<file path="config.mk">
export PLATFORM = sky130hd
export DESIGN_NAME = uart_rx
export DESIGN_NICKNAME = d
export VERILOG_FILES = /design/src/rtl/uart_pkg.sv /design/src/rtl/uart_sync2.sv /design/src/rtl/uart_rx.sv
export SDC_FILE = /design/constraint.sdc
export NUM_CORES = 1
export LEC_CHECK = 0
export CELL_PAD_IN_SITES_DETAIL_PLACEMENT = 2
export CELL_PAD_IN_SITES_GLOBAL_PLACEMENT = 2
export CORE_MARGIN = 2
export CORE_UTILIZATION = 45
export CTS_BUF_LIST = sky130_fd_sc_hd__clkbuf_4
export CTS_CLUSTER_DIAMETER = 40
export DETAILED_ROUTE_END_ITERATION = 7
export DONT_BUFFER_PORTS = 1
export PLACE_DENSITY = 0.95
export SYNTH_ARGS = -nofsm -noshare
export SYNTH_HDL_FRONTEND = slang
export SYNTH_SLANG_ARGS = --single-unit
export TNS_END_PERCENT = 50
</file>
<file path="constraint.sdc">
create_clock -name clk -period 3.49 [get_ports clk]
set_input_delay 1.047 -clock clk [delete_from_list [all_inputs] [get_ports clk]]
set_output_delay 1.047 -clock clk [all_outputs]
set_load 0.02 [all_outputs]
</file>
<file path="src/rtl/uart_pkg.sv">
// Shared UART constants: bit timing, frame shape and the receiver state encoding.
// The transmitter takes its reload value from here so both ends agree on the baud.
package uart_pkg;

    localparam int BIT_PERIOD  = 10417;
    localparam int HALF_PERIOD = BIT_PERIOD / 2;
    localparam int CNT_W       = 16;
    localparam int TX_RELOAD   = BIT_PERIOD - 1;

    localparam int DATA_BITS   = 8;
    localparam int STOP_BITS   = 1;

    typedef logic [CNT_W-1:0]     count_t;
    typedef logic [DATA_BITS-1:0] byte_t;
    typedef logic [1:0]           rx_state_t;

    localparam rx_state_t RX_IDLE  = 2'd0;
    localparam rx_state_t RX_START = 2'd1;
    localparam rx_state_t RX_DATA  = 2'd2;
    localparam rx_state_t RX_STOP  = 2'd3;

    // Reload values are always one less than the interval because a tick fires on zero.
    function automatic count_t reload_for(input int interval);
        return count_t'(interval - 1);
    endfunction

endpackage

</file>
<file path="src/rtl/uart_sync2.sv">
// Two-flop synchronizer for an asynchronous input, with a selectable reset level
// so idle-high lines do not produce a false edge when reset is released.
module uart_sync2 #(
    parameter logic RESET_VALUE = 1'b1
) (
    input  logic clk,
    input  logic arst_n,
    input  logic clear,
    input  logic line,
    output logic synced
);

    logic meta;

    always_ff @(posedge clk or negedge arst_n) begin
        if (!arst_n) begin
            meta   <= RESET_VALUE;
            synced <= RESET_VALUE;
        end else if (clear) begin
            meta   <= RESET_VALUE;
            synced <= RESET_VALUE;
        end else begin
            meta   <= line;
            synced <= meta;
        end
    end

endmodule

</file>
<file path="src/rtl/uart_rx.sv">
// 8N1 serial receiver: mid-bit sampling driven by a down-counter, one-cycle
// valid/frame_err strobes, no backpressure.
module uart_rx #(
    parameter int BIT_PERIOD  = uart_pkg::BIT_PERIOD,
    parameter int HALF_PERIOD = BIT_PERIOD / 2
) (
    input  logic       clk,
    input  logic       arst_n,
    input  logic       rst,
    input  logic       RX,
    output logic [7:0] data,
    output logic       valid,
    output logic       frame_err,
    output logic       busy
);

    import uart_pkg::*;

    localparam count_t BIT_RELOAD  = reload_for(BIT_PERIOD);
    localparam count_t HALF_RELOAD = reload_for(HALF_PERIOD);
    localparam logic [2:0] LAST_BIT = 3'(DATA_BITS - 1);

    logic      rx_s;
    logic      rx_prev;
    rx_state_t state;
    count_t    cnt;
    logic [2:0] bit_cnt;
    byte_t     shift;
    logic      tick;
    logic      start_edge;

    uart_sync2 #(
        .RESET_VALUE(1'b1)
    ) u_sync (
        .clk    (clk),
        .arst_n (arst_n),
        .clear  (rst),
        .line   (RX),
        .synced (rx_s)
    );

    assign tick       = (state != RX_IDLE) && (cnt == '0);
    assign start_edge = !rx_s && rx_prev;
    assign busy       = (state != RX_IDLE);

    always_ff @(posedge clk or negedge arst_n) begin
        if (!arst_n) begin
            rx_prev <= 1'b1;
        end else if (rst) begin
            rx_prev <= 1'b1;
        end else begin
            rx_prev <= rx_s;
        end
    end

    // The first reload is half a bit so every later tick lands mid-bit.
    always_ff @(posedge clk or negedge arst_n) begin
        if (!arst_n) begin
            cnt <= '0;
        end else if (rst) begin
            cnt <= '0;
        end else if (state == RX_IDLE) begin
            if (start_edge) begin
                cnt <= HALF_RELOAD;
            end
        end else if (tick) begin
            cnt <= BIT_RELOAD;
        end else begin
            cnt <= cnt - 1'b1;
        end
    end

    always_ff @(posedge clk or negedge arst_n) begin
        if (!arst_n) begin
            state <= RX_IDLE;
        end else if (rst) begin
            state <= RX_IDLE;
        end else begin
            case (state)
                RX_IDLE: begin
                    if (start_edge) begin
                        state <= RX_START;
                    end
                end
                RX_START: begin
                    if (tick) begin
                        state <= rx_s ? RX_IDLE : RX_DATA;
                    end
                end
                RX_DATA: begin
                    if (tick && bit_cnt == LAST_BIT) begin
                        state <= RX_STOP;
                    end
                end
                RX_STOP: begin
                    if (tick) begin
                        state <= RX_IDLE;
                    end
                end
                default: state <= RX_IDLE;
            endcase
        end
    end

    always_ff @(posedge clk or negedge arst_n) begin
        if (!arst_n) begin
            bit_cnt <= '0;
            shift   <= '0;
        end else if (rst) begin
            bit_cnt <= '0;
            shift   <= '0;
        end else if (state == RX_START && tick) begin
            bit_cnt <= '0;
        end else if (state == RX_DATA && tick) begin
            shift   <= {rx_s, shift[DATA_BITS-1:1]};
            bit_cnt <= bit_cnt + 1'b1;
        end
    end

    // A bad stop bit leaves the previously delivered byte untouched.
    always_ff @(posedge clk or negedge arst_n) begin
        if (!arst_n) begin
            data      <= '0;
            valid     <= 1'b0;
            frame_err <= 1'b0;
        end else if (rst) begin
            data      <= '0;
            valid     <= 1'b0;
            frame_err <= 1'b0;
        end else begin
            valid     <= 1'b0;
            frame_err <= 1'b0;
            if (state == RX_STOP && tick) begin
                if (rx_s) begin
                    data  <= shift;
                    valid <= 1'b1;
                end else begin
                    frame_err <= 1'b1;
                end
            end
        end
    end

endmodule

</file>
### Word-level counts from Yosys, hierarchy flattened

Index checks and enable logic that the tools add are counted.

| word-level totals | value |
|---|---|
| input port bits | 4 |
| bits in registers | 42 |

| cells by class | value |
|---|---|
| mux-type cells | 29 |
| add/sub/neg operators | 2 |
| equality and inequality tests | 9 |
| reductions and logical operators | 17 |

Operators with widths:

| operator | number |
|---|---|
| two-way mux 16 bit | 4 |
| two-way mux 8 bit | 6 |
| zero test 16 bit | 1 |
| subtractor 16 x 1 -> 16 bit (second input constant) | 1 |
| two-way mux 2 bit | 6 |
| inequality test 3 bit (second input constant) | 4 |
| two-way mux 1 bit | 9 |
| two-way mux 3 bit | 3 |
| case mux 2 bit (4 select lines) | 1 |
| nonzero test 2 bit | 4 |
| logical AND 1 bit | 6 |
| equality test 2 bit (second input constant) | 2 |
| AND reduction 2 bit | 2 |
| AND reduction 4 bit | 1 |
| adder 3 x 1 -> 3 bit (second input constant) | 1 |
| equality test 3 bit (second input constant) | 1 |
| nonzero test 3 bit | 1 |
| equality test 2 x 1 -> 1 bit (second input constant) | 1 |
| zero test 2 bit | 1 |
| inequality test 2 bit (second input constant) | 1 |
| zero test 1 bit | 1 |

### Logic depth before layout (Yosys ltp)

| logic depth | value |
|---|---|
| word-level depth | 6 |
| gate-level depth with buffers | 8 |
| mapped depth without buffers | 7 |

### Hierarchy

Synthesis repeated with hierarchy kept, for this count alone.

| second synthesis, totals | value |
|---|---|
| cell total of the unflattened synthesis | 220 |
| area total of the unflattened synthesis | 2253.4 um2 |

By module, submodules not included:

| module | area an instance (um2) | times used | seq. area each (um2) | cells an instance |
|---|---|---|---|---|
| uart_rx | 2188.3 | 1 | 1002.2 | 216 |
| uart_sync2 | 65.1 | 1 | 52.6 | 4 |

### Worst setup path after synthesis

OpenSTA, ideal clock, no wires.

| timing path | value |
|---|---|
| kind | register to register |
| start | reg cnt[10] |
| end | reg shift[1] |
| slack | 1.352 ns |
| data required time | 3.354 ns |
| cell stages (with the launch flop) | 9 |
| buffers on the path | 3 |
| clock period less this slack | 2.138 ns |
| data arrival time | 2.002 ns |
| cell sequence | dfrtp_1 -> or4_4 -> nand4bb_1 -> buf_6 -> or2_1 -> buf_2 -> buf_2 -> o21ai_1 -> a21oi_1 |

| between the ends | value |
|---|---|
| word-level cells in the longest chain between the ends | 5 |

Ends and longest elaborated chain:

| item | RTL line | source |
|---|---|---|
| start: declaration | uart_rx.sv:26 | `count_t cnt;` |
| start signal: assignment | uart_rx.sv:69 | `cnt <= cnt - 1'b1;` |
| zero test 16 bit (*) | uart_rx.sv:42 | `assign tick = (state != RX_IDLE) && (cnt == '0);` |
| logical AND 1 bit (*) | uart_rx.sv:42 |  |
| logical AND 1 bit, on equally long branches | uart_rx.sv:112, uart_rx.sv:114 |  |
| inequality test 2 bit (no line) / nonzero test 2 bit (equally long branches) | n/a |  |
| AND reduction 2 bit (no line) (*) | n/a |  |
| end signal: assignment | uart_rx.sv:115 | `shift <= {rx_s, shift[DATA_BITS-1:1]};` |
| end: declaration | uart_rx.sv:28 | `byte_t shift;` |

Every way passes the cells marked *; elsewhere a longest branch is shown, timed or not.
A chain may end at the register's enable or synchronous reset.

### Final worst setup path

| timing path | value |
|---|---|
| start | reg state[0] |
| end | reg cnt[6] |

| between the ends | value |
|---|---|
| word-level cells in the longest chain between the ends | 5 |

Ends and longest elaborated chain:

| item | RTL line | source |
|---|---|---|
| start: declaration | uart_rx.sv:25 | `rx_state_t state;` |
| start signal: assignment | uart_rx.sv:87 | `state <= rx_s ? RX_IDLE : RX_DATA;` |
| nonzero test 2 bit | n/a |  |
| named net busy | uart_rx.sv:14 | `output logic busy` |
| logical AND 1 bit | uart_rx.sv:42 |  |
| two-way mux 16 bit | uart_rx.sv:66 | `end else if (tick) begin` |
| two-way mux 16 bit | uart_rx.sv:62 | `end else if (state == RX_IDLE) begin` |
| two-way mux 16 bit | uart_rx.sv:60 | `end else if (rst) begin` |

The timed path passes the listed nets, and every way through them passes these cells.

==> impl_metrics.toml <==
[global_routing]
track_usage_pct = 24.8
grt_max_degree = 43
grt-ovfl-total = 0
grt_pass1_vias = 1921
antenna_found_initial = 0
grt_pass1_wl_um = 9920

[yosys]
yosysSeqAreaShare_pct = 50.5
synthTopCellsByCount = "dfrtp_1, nand2_1, nor2_1, o21ai_0, a21oi_1"
synth.most_common_cell = "dfrtp_1"
yosysTopAreaCellShare_pct = 46.7
synthDistinctLibCells = 43
yosys_warnings = 0
yosysTopAreaCell = "dfrtp_1"
ys_top_cells_by_area = "dfrtp_1, mux2i_1, nand2_1"
synth_seq_cells = 42
synth-async-reset-ratio_pct = 100
synth_area_um2 = 2090
synthCells = 217
ys.flop_type = "dfrtp_1"
syn-num-nets = 225
synth_edf_count = 0
syn_avg_cell_area_um2 = 9.62

[clock_network]
cts_root_buffer = "clkbuf_4"
cts_resized = 0
cts_tree = "done"
clk_pin_slew_ps = 130
ctsHoldBuffers = 0
cts_buffers = 5
clockBufferDepth = 2
post_cts_buffers = 0
cts-htree-levels = 2
clock_latency_ps = 350
cts.sinks = 42

[cells_and_area]
synthToLayoutAreaGrowth_pct = 4.55
nFillCells = 469
num_antenna_cells = 0
drive_above_1_share_pct = 9.81
fin_area_um2 = 2180
final_cell_count_no_fill = 266
nets = 221

[sta]
hold_violations = 0
min_period_ps = 3040
setup_violations = 0
finalSetupTns_ps = 0
max_slew_margin_pct = 43.9
worst_pin_slew_ps = 839
holdWs_ps = 362
setup_ws_ps = 453
slew_violations = 0
clock.fmax_mhz = 329
grt_setup_unrepaired = "false"
period_share_pct = 87.0
fin_worst_skew_ps = 7.38

[floorplanning]
die_area_um2 = 5200
coreArea_um2 = 4410
start_util_pct = 47.3
die_x_um = 72.1
placementRows = 24
die_h_um = 72.1
io_pins = 15

[critical_path]
critPathKind = "reg -> reg"
cp-end-kind = "flip-flop"
path_common_cell = "nor2_1"
crit_family = "simple AND/OR/NAND/NOR gates"
worstPathRequired_ps = 3780
rr_endpoint = "cnt[6]"
cp_slowest_cell = "nor2_1"
cp_max_fo = 15
rr_worst_depth = 6
cp.arrival_ps = 3320
cpPeakStageDelay_ps = 670
regToRegSetupSlack_ps = 450
worst-path-buf-inv = 1
cp_cell_sequence = "nor2_1 -> inv_2 -> nand4b_1 -> nor2_1 -> or4_1 -> a31oi_1"
worstSetupStartpointType = "flip-flop"
worstReg2RegStart = "state[0]"

[drt]
firstDrtPassIters = 4
drtIter0Drc = 111
avgRoutedWirePerCell_um = 21.7
drtAntennaViolNets = 0
route.detailed.drc = 0
via_per_inst = 6.20
finalWirelength_um = 5770
vias = 1648

[placed_design]
place_ws_ps = 614
dp_hpwl_um = 4020
numPortBuffers = 0
dp_cells = 258
placed_area_um2 = 2100
gp_congestion = 0.951

[pwr]
ir_drop_uv = 191
leakage_nw = 0.958
power.density_nw_per_um2 = 472

[flow_run]
cap_viol_max_count = 0

[min_path]
min_path_type = "in -> async"

[status]
status = "complete, no violations"
[state kept, by name, indices dropped and copies added, names as in the netlist]
name / count
cnt: 16
data: 8
shift: 8
bit_cnt: 3
state: 2
frame_err: 1
rx_prev: 1
u_sync.meta: 1
u_sync.synced: 1
valid: 1
[per-layer routing]
metal | vias to the layer above | GRT usage, % | share of wire [%]
li1 | 772 | - | -
met1 | 840 | 32.6 | 43
met2 | 25 | 42.1 | 52
met3 | 11 | 4.17 | 2.7
met4 | 0 | 7.55 | 1.7
met5 | - | 0 | 0
[worst max path at each step]
stage	start	end	slack (ps)	depth (start not counted)
CTS	state[0]	cnt[6]	510	6
global route	state[0]	cnt[13]	170	6
floorplan	cnt[10]	shift[1]	1350	8
finish	state[0]	cnt[6]	450	6
global placement	state[0]	cnt[13]	800	6
detailed placement	state[0]	cnt[10]	610	6
[placed cells by master (no fill, tap or decap), types with 2 or more instances in the layout]
master | netlist | final
ha_1 | 4 | 4
nand3_1 | 8 | 8
nor2_1 | 22 | 22
o21ai_1 | 5 | 5
inv_1 | 3 | 3
o21a_1 | 3 | 3
nor3_1 | 9 | 9
nor4_1 | 5 | 5
dfstp_2 | 3 | 3
a31oi_1 | 5 | 5
o21ai_0 | 17 | 17
mux2i_1 | 11 | 11
or3_1 | 3 | 3
nand2b_1 | 2 | 2
a22o_1 | 3 | 3
a21oi_1 | 12 | 12
nand2_1 | 23 | 23
a21o_1 | 2 | 2
nand4_1 | 3 | 3
or2_2 | 3 | 3
clkbuf_4 | 0 | 6
or4_1 | 3 | 3
dfrtp_1 | 39 | 39
[power breakdown]
part / switching, mW / total (mW) / internal [mW]
logic: 0.111 / 0.170 / 0.0595
registers: 0.0255 / 0.530 / 0.505
clock network: 0.171 / 0.330 / 0.159
total: 0.308 / 1.03 / 0.723
[area by class of cell]
| class | count | area (um2) | area share [%] |
|---|---|---|---|
| Tap cell | 52 | 65.1 | 2.98 |
| Inverter | 4 | 15.0 | 0.688 |
| Clock inverter | 2 | 37.5 | 1.72 |
| Multi-Input combinational cell | 160 | 966 | 44.2 |
| Sequential cell | 42 | 1050 | 48.3 |
| Clock buffer | 6 | 45.0 | 2.06 |
[stage by stage]
stage / utilization (%) / total power, mW
finish: 49.5 / 1.03
global route: 49.5 / 1.08
CTS: 49.5 / 1.04
detailed placement: 47.6 / 0.705
global placement: 47.6 / 0.690
floorplan: - / 0.675
[logic make-up after synthesis]
family,share of synthesized area (%)
and+or+nand+nor,23.1
AOI/OAI and AO/OA,15.5
adders and majority gates,2.40
DFF,50.5
buffers and inverters,3.24
muxes,5.27
[worst reg2reg max path, delay by kind of cell (launching register included)]
kind	cells	cell delay [ps]
compound gates	1	180
simple gates	4	1920
buf+inv	1	280
flops	1	590
No activity file was read; power rests on OpenSTA's default activity.
